==> src/rtl/ttt_pkg.sv <==
// Shared state encodings, win masks and screen limits for the tic-tac-toe board controller.
package ttt_pkg;

  typedef enum logic [2:0] {
    StPlay,
    StCheck,
    StXWon,
    StOWon,
    StDraw
  } state_e;

  typedef enum logic [1:0] {
    GsPlay = 2'd0,
    GsXWon = 2'd1,
    GsOWon = 2'd2,
    GsDraw = 2'd3
  } game_state_e;

  localparam int unsigned ScreenXMax = 1023;
  localparam int unsigned ScreenYMax = 767;

  localparam logic [8:0] FullBoard = 9'h1FF;

  // Index 0 is row 0; order is rows 0-2, columns 0-2, diagonal 0-4-8, diagonal 2-4-6.
  localparam logic [7:0][8:0] WIN_MASK = {
    9'h054, 9'h111, 9'h124, 9'h092, 9'h049, 9'h1C0, 9'h038, 9'h007
  };

  // Lowest-indexed complete line owned by `cells`, or zero when none is complete.
  function automatic logic [8:0] first_win(input logic [8:0] cells);
    logic [8:0] hit;
    hit = '0;
    for (int i = 7; i >= 0; i--) begin
      if ((cells & WIN_MASK[i]) == WIN_MASK[i]) hit = WIN_MASK[i];
    end
    return hit;
  endfunction

endpackage

==> src/rtl/cell_decode.sv <==
// Registered mapping of a screen position onto a 3x3 grid cell index (row*3+col).
module cell_decode import ttt_pkg::*; #(
  parameter int unsigned COL1_START = 344,
  parameter int unsigned COL2_START = 680,
  parameter int unsigned ROW1_START = 252,
  parameter int unsigned ROW2_START = 516
) (
  input  logic        clk_i,
  input  logic        rst_ni,
  input  logic [11:0] xpos_i,
  input  logic [11:0] ypos_i,
  output logic        valid_o,
  output logic [3:0]  idx_o
);

  logic [1:0] col, row;
  logic       valid_d, valid_q;
  logic [3:0] idx_d, idx_q;

  always_comb begin
    col = 2'd0;
    row = 2'd0;
    if (xpos_i >= 12'(COL2_START))      col = 2'd2;
    else if (xpos_i >= 12'(COL1_START)) col = 2'd1;
    if (ypos_i >= 12'(ROW2_START))      row = 2'd2;
    else if (ypos_i >= 12'(ROW1_START)) row = 2'd1;
    valid_d = (xpos_i <= 12'(ScreenXMax)) && (ypos_i <= 12'(ScreenYMax));
    idx_d   = ({2'b00, row} * 4'd3) + {2'b00, col};
  end

  always_ff @(posedge clk_i or negedge rst_ni) begin
    if (!rst_ni) begin
      valid_q <= 1'b0;
      idx_q   <= '0;
    end else begin
      valid_q <= valid_d;
      idx_q   <= idx_d;
    end
  end

  assign valid_o = valid_q;
  assign idx_o   = idx_q;

endmodule

==> src/rtl/board_ctl.sv <==
// Tic-tac-toe game-state controller: click capture, move recording, win/draw detection.
// Optional per-move timeout enabled by defining BOARD_CTL_TURN_TIMEOUT_EN.
module board_ctl import ttt_pkg::*; #(
  parameter int unsigned COL1_START     = 344,
  parameter int unsigned COL2_START     = 680,
  parameter int unsigned ROW1_START     = 252,
  parameter int unsigned ROW2_START     = 516,
  parameter int unsigned TIMEOUT_CYCLES = 650_000_000
) (
  input  logic        pclk,
  input  logic        rst,
  input  logic [11:0] xpos,
  input  logic [11:0] ypos,
  input  logic        mouse_left,
  input  logic        new_game,
  output logic [8:0]  square,
  output logic [8:0]  cell_x,
  output logic [8:0]  cell_o,
  output logic        turn_o,
  output logic [1:0]  game_state
);

  state_e      state_q, state_d;
  game_state_e gs_q, gs_d;
  logic [8:0]  cell_x_q, cell_x_d, cell_o_q, cell_o_d, square_q, square_d;
  logic        turn_q, turn_d;
  logic        ml_q, click_q, click_d;
  logic        dec_valid;
  logic [3:0]  dec_idx;
  logic [8:0]  dec_onehot, occupied, mover, line;
  logic        move_ok, tmo_hit;

  cell_decode #(
    .COL1_START(COL1_START),
    .COL2_START(COL2_START),
    .ROW1_START(ROW1_START),
    .ROW2_START(ROW2_START)
  ) u_cell_decode (
    .clk_i  (pclk),
    .rst_ni (rst),
    .xpos_i (xpos),
    .ypos_i (ypos),
    .valid_o(dec_valid),
    .idx_o  (dec_idx)
  );

  // A pending click is killed by new_game so it cannot land on the freshly cleared board.
  assign click_d    = mouse_left & ~ml_q & ~new_game;
  assign dec_onehot = dec_valid ? (9'b1 << dec_idx) : 9'b0;
  assign occupied   = cell_x_q | cell_o_q;
  assign move_ok    = (state_q == StPlay) && click_q && ((dec_onehot & ~occupied) != 9'b0);
  assign mover      = turn_q ? cell_o_q : cell_x_q;
  assign line       = first_win(mover);

`ifdef BOARD_CTL_TURN_TIMEOUT_EN
  logic [31:0] tmo_q, tmo_d;

  always_comb begin
    tmo_d   = '0;
    tmo_hit = 1'b0;
    if ((state_q == StPlay) && !new_game && !move_ok) begin
      if (tmo_q == 32'(TIMEOUT_CYCLES - 1)) tmo_hit = 1'b1;
      else                                  tmo_d   = tmo_q + 32'd1;
    end
  end

  always_ff @(posedge pclk or negedge rst) begin
    if (!rst) tmo_q <= '0;
    else      tmo_q <= tmo_d;
  end
`else
  logic unused_tmo;
  assign tmo_hit    = 1'b0;
  assign unused_tmo = ^TIMEOUT_CYCLES;
`endif

  always_comb begin
    state_d  = state_q;
    gs_d     = gs_q;
    cell_x_d = cell_x_q;
    cell_o_d = cell_o_q;
    turn_d   = turn_q;
    square_d = '0;
    if (new_game) begin
      state_d  = StPlay;
      gs_d     = GsPlay;
      cell_x_d = '0;
      cell_o_d = '0;
      turn_d   = 1'b0;
    end else begin
      unique case (state_q)
        StPlay: begin
          if (move_ok) begin
            if (turn_q) cell_o_d = cell_o_q | dec_onehot;
            else        cell_x_d = cell_x_q | dec_onehot;
            state_d = StCheck;
          end else if (tmo_hit) begin
            turn_d = ~turn_q;
          end
        end
        StCheck: begin
          // A completed line outranks a full board, so a ninth-move win is a win.
          if (line != 9'b0) begin
            state_d = turn_q ? StOWon : StXWon;
            gs_d    = turn_q ? GsOWon : GsXWon;
          end else if (occupied == FullBoard) begin
            state_d = StDraw;
            gs_d    = GsDraw;
          end else begin
            turn_d  = ~turn_q;
            state_d = StPlay;
          end
        end
        default: ;
      endcase
    end

    unique case (state_d)
      StPlay:         square_d = dec_onehot & ~(cell_x_d | cell_o_d);
      StXWon:         square_d = first_win(cell_x_d);
      StOWon:         square_d = first_win(cell_o_d);
      default:        square_d = '0;
    endcase
  end

  always_ff @(posedge pclk or negedge rst) begin
    if (!rst) begin
      state_q  <= StPlay;
      gs_q     <= GsPlay;
      cell_x_q <= '0;
      cell_o_q <= '0;
      square_q <= '0;
      turn_q   <= 1'b0;
      ml_q     <= 1'b0;
      click_q  <= 1'b0;
    end else begin
      state_q  <= state_d;
      gs_q     <= gs_d;
      cell_x_q <= cell_x_d;
      cell_o_q <= cell_o_d;
      square_q <= square_d;
      turn_q   <= turn_d;
      ml_q     <= mouse_left;
      click_q  <= click_d;
    end
  end

  assign square     = square_q;
  assign cell_x     = cell_x_q;
  assign cell_o     = cell_o_q;
  assign turn_o     = turn_q;
  assign game_state = gs_q;

endmodule

==> config.mk <==
export PLATFORM = sky130hd
export DESIGN_NAME = board_ctl
export DESIGN_NICKNAME = d
export VERILOG_FILES = /design/src/rtl/ttt_pkg.sv /design/src/rtl/cell_decode.sv /design/src/rtl/board_ctl.sv
export SDC_FILE = /design/constraint.sdc
export NUM_CORES = 1
export LEC_CHECK = 0
export ABC_AREA = 1
export ABC_CLOCK_PERIOD_IN_PS = 2100
export BUFFER_PORTS_ARGS = -buffer_cell sky130_fd_sc_hd__buf_2
export CELL_PAD_IN_SITES_DETAIL_PLACEMENT = 0
export CELL_PAD_IN_SITES_GLOBAL_PLACEMENT = 1
export CORE_MARGIN = 1.5
export CORE_UTILIZATION = 35
export CTS_CLUSTER_DIAMETER = 60
export DETAILED_ROUTE_END_ITERATION = 10
export GPL_ROUTABILITY_DRIVEN = 0
export GPL_TIMING_DRIVEN = 1
export PLACE_DENSITY = 0.8
export SLEW_MARGIN = 20
export SYNTH_ARGS = -nofsm -noshare
export SYNTH_HDL_FRONTEND = slang
export SYNTH_SLANG_ARGS = --single-unit
==> constraint.sdc <==
create_clock -name pclk -period 2.1 [get_ports pclk]
set_clock_uncertainty 0.2 [all_clocks]
set_input_delay 0.21 -clock pclk [delete_from_list [all_inputs] [get_ports pclk]]
set_output_delay 0.21 -clock pclk [all_outputs]
set_load 0.02 [all_outputs]
* After elaboration in Yosys (flattened, before gate mapping)
Index checks and enable logic that the tools add are counted.
** Word-level totals
- Flip-flop bits (word level) :: 40
- Bits in latches :: 0
- RAM bits :: 0
- ROM bits :: 0
- Input bits :: 28
- Output and inout port bits :: 30
- Word-level logic and storage cells :: 127
- Memories :: 0
** Operators by class
- $add $sub $neg :: 1
- $mul :: 1
- Divide/modulo/power cells :: 0
- Order comparisons :: 6
- Eq/ne operators :: 30
- Shifts and indexed selects :: 1
- Multiplexer cells :: 54
- Bitwise gates (word level) :: 13
- Reduce and logical (&&, ||, !) cells :: 11
** Operator list (number)
- two-way mux 9 bit :: 31
- == test 3 bit (second input constant) :: 24
- bitwise OR 9 bit :: 4
- one-hot mux 9 bit (3 select lines) :: 1
- greater-or-equal comparator 12 x 10 -> 1 bit (second input constant) :: 2
- less-or-equal comparator 12 x 10 -> 1 bit (second input constant) :: 2
- two-way mux 7 bit :: 3
- bitwise AND 9 bit :: 2
- inverter 9 bit :: 2
- nonzero test 9 bit :: 2
- two-way mux 2 bit :: 7
- greater-or-equal comparator 12 x 8 -> 1 bit (second input constant) :: 1
- greater-or-equal comparator 12 x 9 -> 1 bit (second input constant) :: 1
- two-way mux 3 bit :: 4
- == test 9 bit (second input constant) :: 1
- << shifter 1 x 4 -> 9 bit (first input constant) :: 1
- two-way mux 1 bit :: 7
- == test 3 x 2 -> 1 bit (second input constant) :: 2
- zero test 3 bit :: 2
- one-hot mux 3 bit (2 select lines) :: 1
- adder 4 x 2 -> 4 bit :: 1
- multiplier 2 x 2 -> 4 bit (second input constant) :: 1
- != test 2 bit (second input constant) :: 2
- == test 3 x 1 -> 1 bit (second input constant) :: 1
- other kinds (7) :: 12

* Logic depth before layout (Yosys ltp)
- Depth after elaboration :: 18
- Gate-level depth with buffers :: 19
- Gate-level depth less buffers :: 18

* Modules after synthesis
Synthesis repeated with hierarchy kept, for this count alone.
** Unflattened totals
- Cells, all modules :: 470
- Area, all modules :: 3151.8 um2
** Modules (own cells, without submodules)
- board_ctl :: instances 1, cells each 411, area an instance 2760.1 um2, sequential area each 875.8 um2
- cell_decode :: instances 1, cells each 59, area an instance 391.6 um2, sequential area each 125.1 um2

* Worst setup path after synthesis
OpenSTA, ideal clock, no wires.
- Kind :: flip-flop to flip-flop
- From :: reg turn_q, in the netlist turn_o
- To :: reg square_q[8], in the netlist square[8]
- Arrival :: 1.987 ns
- Data required time :: 1.831 ns
- Setup slack :: -0.156 ns
- Cell stages (with the launch flop) :: 15
- Path buffers :: 1
- Period minus slack after synthesis :: 2.256 ns
- Cells stage by stage :: dfrtp_1 > buf_2 > o21ai_0 > nand3_1 > nand2_1 > nor2_1 > nand3_2 > nand2_1 > o21ai_2 > inv_2 > nor2_4 > nand2_2 > nor2_1 > nand2_1 > nand3_1
** Between the ends
- Word-level cells in the longest chain between the ends :: 16
- Elaborated cells between the ends (all ways) :: 65
** Ends and longest elaborated chain
- start: declaration :: line board_ctl.sv:26 : logic turn_q, turn_d;
- start signal: assignment :: line board_ctl.sv:142 : turn_q <= turn_d;
- two-way mux 9 bit :: line board_ctl.sv:52 : assign mover = turn_q ? cell_o_q : cell_x_q;
- == test 3 bit :: line ttt_pkg.sv:34 : if ((cells & WIN_MASK[i]) == WIN_MASK[i]) hit = WIN_MASK[i];
- two-way mux 7 bit :: line ttt_pkg.sv:34
- two-way mux 9 bit (7 in a row) :: line ttt_pkg.sv:34
- nonzero test 9 bit :: line board_ctl.sv:103 : if (line != 9'b0) begin
- two-way mux 3 bit :: line board_ctl.sv:103
- one-hot mux 3 bit (2 select lines) :: line board_ctl.sv:91 : unique case (state_q)
- two-way mux 3 bit :: line board_ctl.sv:84 : if (new_game) begin
- == test 3 x 2 -> 1 bit or zero test 3 bit (tied branches) :: line board_ctl.sv:118 : unique case (state_d)
- one-hot mux 9 bit (3 select lines) * :: line board_ctl.sv:118
- via square_d[8] :: line board_ctl.sv:25 : logic [8:0] cell_x_q, cell_x_d, cell_o_q, cell_o_d, square_q, square_d;
- end signal: assignment :: line board_ctl.sv:141 : square_q <= square_d;
- end: declaration :: line board_ctl.sv:25
Mark *: on every way through the listed nets, which the timed path passes. The rest lies on a longest branch.
A chain may end at the register's enable or synchronous reset.

* Worst setup path after layout
- From :: reg u_cell_decode.idx_q[1], in the netlist u_cell_decode.idx_o[1]
- To :: reg square_q[6], in the netlist square[6]
** Between the ends
- Word-level cells in the longest chain between the ends :: 18
- Elaborated cells between the ends (all ways) :: 57
** Ends and longest elaborated chain
- start: declaration :: line cell_decode.sv:18 : logic [3:0] idx_d, idx_q;
- start signal: assignment :: line cell_decode.sv:37 : idx_q <= idx_d;
- << shifter 1 x 4 -> 9 bit * :: line board_ctl.sv:49 : assign dec_onehot = dec_valid ? (9'b1 << dec_idx) : 9'b0;
- two-way mux 9 bit * :: line board_ctl.sv:49
- bitwise AND 9 bit :: line board_ctl.sv:51 : assign move_ok = (state_q == StPlay) && click_q && ((dec_onehot & ~occupied) != 9'b0);
- nonzero test 9 bit :: line board_ctl.sv:51
- logical AND 1 bit :: line board_ctl.sv:51
- two-way mux 9 bit :: line board_ctl.sv:93 : if (move_ok) begin
- two-way mux 9 bit :: line board_ctl.sv:91
- two-way mux 9 bit :: line board_ctl.sv:84
- == test 3 bit :: line ttt_pkg.sv:34
- two-way mux 7 bit :: line ttt_pkg.sv:34
- two-way mux 9 bit (7 in a row) :: line ttt_pkg.sv:34
- one-hot mux 9 bit (3 select lines) * :: line board_ctl.sv:118
- via square_d[6] :: line board_ctl.sv:25
Marks and branches as above.

==> results_dict.tcl <==
set metrics [dict create \
    setup_ws_ns -0.321 \
    ys_seq_elements 40 \
    grt.overflow.total 0 \
    max-slew-margin-rel 0.486 \
    synth_nets 488 \
    antenna_found_initial 0 \
    path_clk_slew_ns 0.08 \
    syn_to_final_growth_pct 70.9 \
    num-nets-final 671 \
    fmax_mhz 413 \
    avgSynthCellArea_um2 6.55 \
    synth_cell_types 38 \
    crit_fanout 6 \
    post-route-min-period_ns 2.42 \
    cts_htree_levels 2 \
    synth-seq-area-share 0.335 \
    fin_crit_sh 1.15 \
    rows 33 \
    insertion_delay_ns 0.30 \
    p_total_mw 1.57 \
    dieArea_um2 9100 \
    diodes 0 \
    setup_viol 9 \
    worst_pin_slew_ns 0.771 \
    r2r_cells 15 \
    grt_max_degree 33 \
    ir_drop_uv 189 \
    hp-class "in -> reg" \
    hold_viol 0 \
    drc 0 \
    multi_input_area_um2 2270 \
    critPathKind "reg -> reg" \
    dr.pass1.iters 4 \
    violations "negative setup slack" \
    drt-total-wl_mm 10.8 \
    power.density_nw_per_um2 307 \
    cts.sinks 40 \
    grt_first_pass_wirelength_mm 16.7 \
    final_cell_area_um2 5110 \
    leakage_nw 2.72 \
    start_kind "flop" \
    synth_edf_count 0 \
    dpl_cell_area_um2 4340 \
    via_count 3687 \
    min_path_cells 4 \
    grt_use_total 0.241 \
    syn_area_um2 2990 \
    start_util 0.362 \
    critPathRequiredTime_ns 2.14 \
    root_buffer "clkbuf_8" \
    critPathArrivalTime_ns 2.46 \
    syn_inst 456 \
    max_cap_viol_count 0 \
    grt_pass1_vias 3606 \
    port_buffers 52 \
    synthArstFlopShare 1.00 \
    seq_area_um2 1010 \
    setup.worst_path.end_class "flop" \
    ys.flop_type "dfrtp_1" \
    placed_cells 723 \
    cts_buffers 5 \
    rsz0062_at_grt "yes" \
    cts_tree "done" \
    drtIter0Drc 162 \
    wire_per_inst_um 14.6 \
    avgViaCountPerCell 4.95 \
    pre_cts_slack_ns -0.411 \
    coreArea_um2 8260 \
    clockBufferDepth 2 \
    ant_nets 0 \
    dpl.hpwl_mm 8.11 \
    fin_cells 745 \
    drive_gt1_frac 0.552 \
    yosys_warnings 0 \
    status "finished with violations" \
    regToRegSetupSlack_ns -0.32 \
    slew_violations 0 \
    boundaryPins 58 \
    die_h_um 95.4 \
    die_w_um 95.4 \
    fillers 706 \
    utilization 0.618 \
]
==> state kept, by name, summed over array words and instances (netlist names) <==
name                   flops
cell_x                     9
game_state                 2
click_q                    1
turn_o                     1
ml_q                       1
state_q                    3
square                     9
cell_o                     9
u_cell_decode.valid_o      1
u_cell_decode.idx_o        4
==> metrics by stage <==
step | hold slack [ns] | TNS, ns
2_1_floorplan | -0.286 | -0.523
3_5_place_dp | 0.127 | -4.02
3_3_place_gp | 0.113 | -3.60
5_1_grt | 0.169 | -4.20
4_1_cts | 0.136 | -2.56
6_report | 0.126 | -2.67
==> synthesized netlist by cell type, types with 2 or more instances <==
| cell | instances | area [µm²] |
|---|---|---|
| nand2_1 | 132 | 495 |
| nor2_1 | 61 | 229 |
| inv_1 | 48 | 180 |
| nand3_1 | 45 | 225 |
| dfrtp_1 | 40 | 1000 |
| a21oi_1 | 19 | 95.1 |
| o21ai_0 | 14 | 70.1 |
| inv_2 | 13 | 48.8 |
| nor3_1 | 12 | 60.1 |
| nor2_2 | 8 | 50.1 |
| o21ai_1 | 8 | 40.0 |
| nand2_2 | 7 | 43.8 |
| nand3_2 | 6 | 60.1 |
| buf_2 | 5 | 25.0 |
| nor2_4 | 5 | 56.3 |
| nand4_1 | 4 | 25.0 |
| a21oi_2 | 3 | 26.3 |
| ha_1 | 3 | 37.5 |
| clkbuf_1 | 2 | 7.51 |
| nand2_4 | 2 | 22.5 |
| o211ai_1 | 2 | 15.0 |
==> worst max-delay path, cell delays in order, from the launching register on <==
cell,delay (ns)
dfrtp_1,0.41
nor2_2,0.07
buf_4,0.14
nand4_1,0.10
nand2_2,0.07
nor2_4,0.15
nand3_4,0.15
buf_12,0.16
a22oi_2,0.17
o21ai_4,0.10
buf_6,0.13
nor2_4,0.11
nand2_4,0.09
nor2_4,0.14
nand3_2,0.10
nand3_2,0.08
==> cell usage in the layout (no fill, tap or decap), types with 3 or more instances in the layout <==
master,count
buf_4,115
a21oi_4,4
inv_1,42
nor2_2,14
dfrtp_1,32
nand3_4,9
nand2_1,82
buf_12,3
buf_6,6
nor2_1,44
o21ai_2,6
nor2_4,16
nand3_2,13
nand3_1,31
inv_2,19
nand2_2,46
nor3_1,11
nand2_4,13
dlygate4sd3_1,4
a21oi_1,13
clkbuf_8,6
o21ai_1,8
dfrtp_2,7
a21oi_2,6
nand4_1,4
o21ai_4,6
o21ai_0,3
buf_2,52
ha_1,3
==> area by class of cell <==
cell class,instances,area share
timing repair buffer,184,0.269
clock buffer,6,0.0162
clock inverter,2,0.00196
inverter,61,0.0448
sequential,40,0.198
multi-input combinational,347,0.444
tap,105,0.0257
==> power breakdown <==
group	leakage [nW]	switching (mW)	internal (mW)	total, mW
Sequential	0.532	0.0142	0.784	0.798
Combinational	2.13	0.117	0.0893	0.206
Clock	0.0510	0.300	0.263	0.563
Total	2.72	0.431	1.14	1.57
==> path summary, 6_finish.rpt <==
kind	start	to
max reg2reg	u_cell_decode.idx_o[1]$_DFF_PN0_	square[6]$_DFF_PN0_
max in group asynchronous	rst	square[4]$_DFF_PN0_
min	xpos[8]	u_cell_decode.idx_o[0]$_DFF_PN0_
min in group asynchronous	rst	cell_o[4]$_DFF_PN0_
min reg2reg	ml_q$_DFF_PN0_	click_q$_DFF_PN0_
max	u_cell_decode.idx_o[1]$_DFF_PN0_	square[6]$_DFF_PN0_
==> per-layer routing <==
layer	track usage	up-vias	part of all wire
met4	0.0882	0	0.033
met3	0.0279	23	0.042
met5	0	-	0
met1	0.304	1741	0.43
li1	-	1824	-
met2	0.420	99	0.49
==> cell families (layout without fill, tap and decap cells) <==
family                     count (synthesis)  count (layout)  share of synthesized area
DFF                                       40              40                      0.335
buffers and inverters                     70             253                     0.0938
and+or+nand+nor                          290             291                      0.449
adders and majority gates                  4               4                     0.0193
AOI/OAI and AO/OA                         52              52                      0.103
==> repair_timing <==
| item | CTS | global route |
|---|---|---|
| hold endpoints to repair | 34 | 0 |
| pin swaps | 8 | 36 |
| setup endpoints to repair | 11 | 20 |
| gates cloned | 1 | 2 |
| buffers inserted | 4 | 4 |
| gates resized for setup | 39 | 101 |
| hold buffers | 4 | 0 |
No activity file was read; power rests on OpenSTA's default activity.
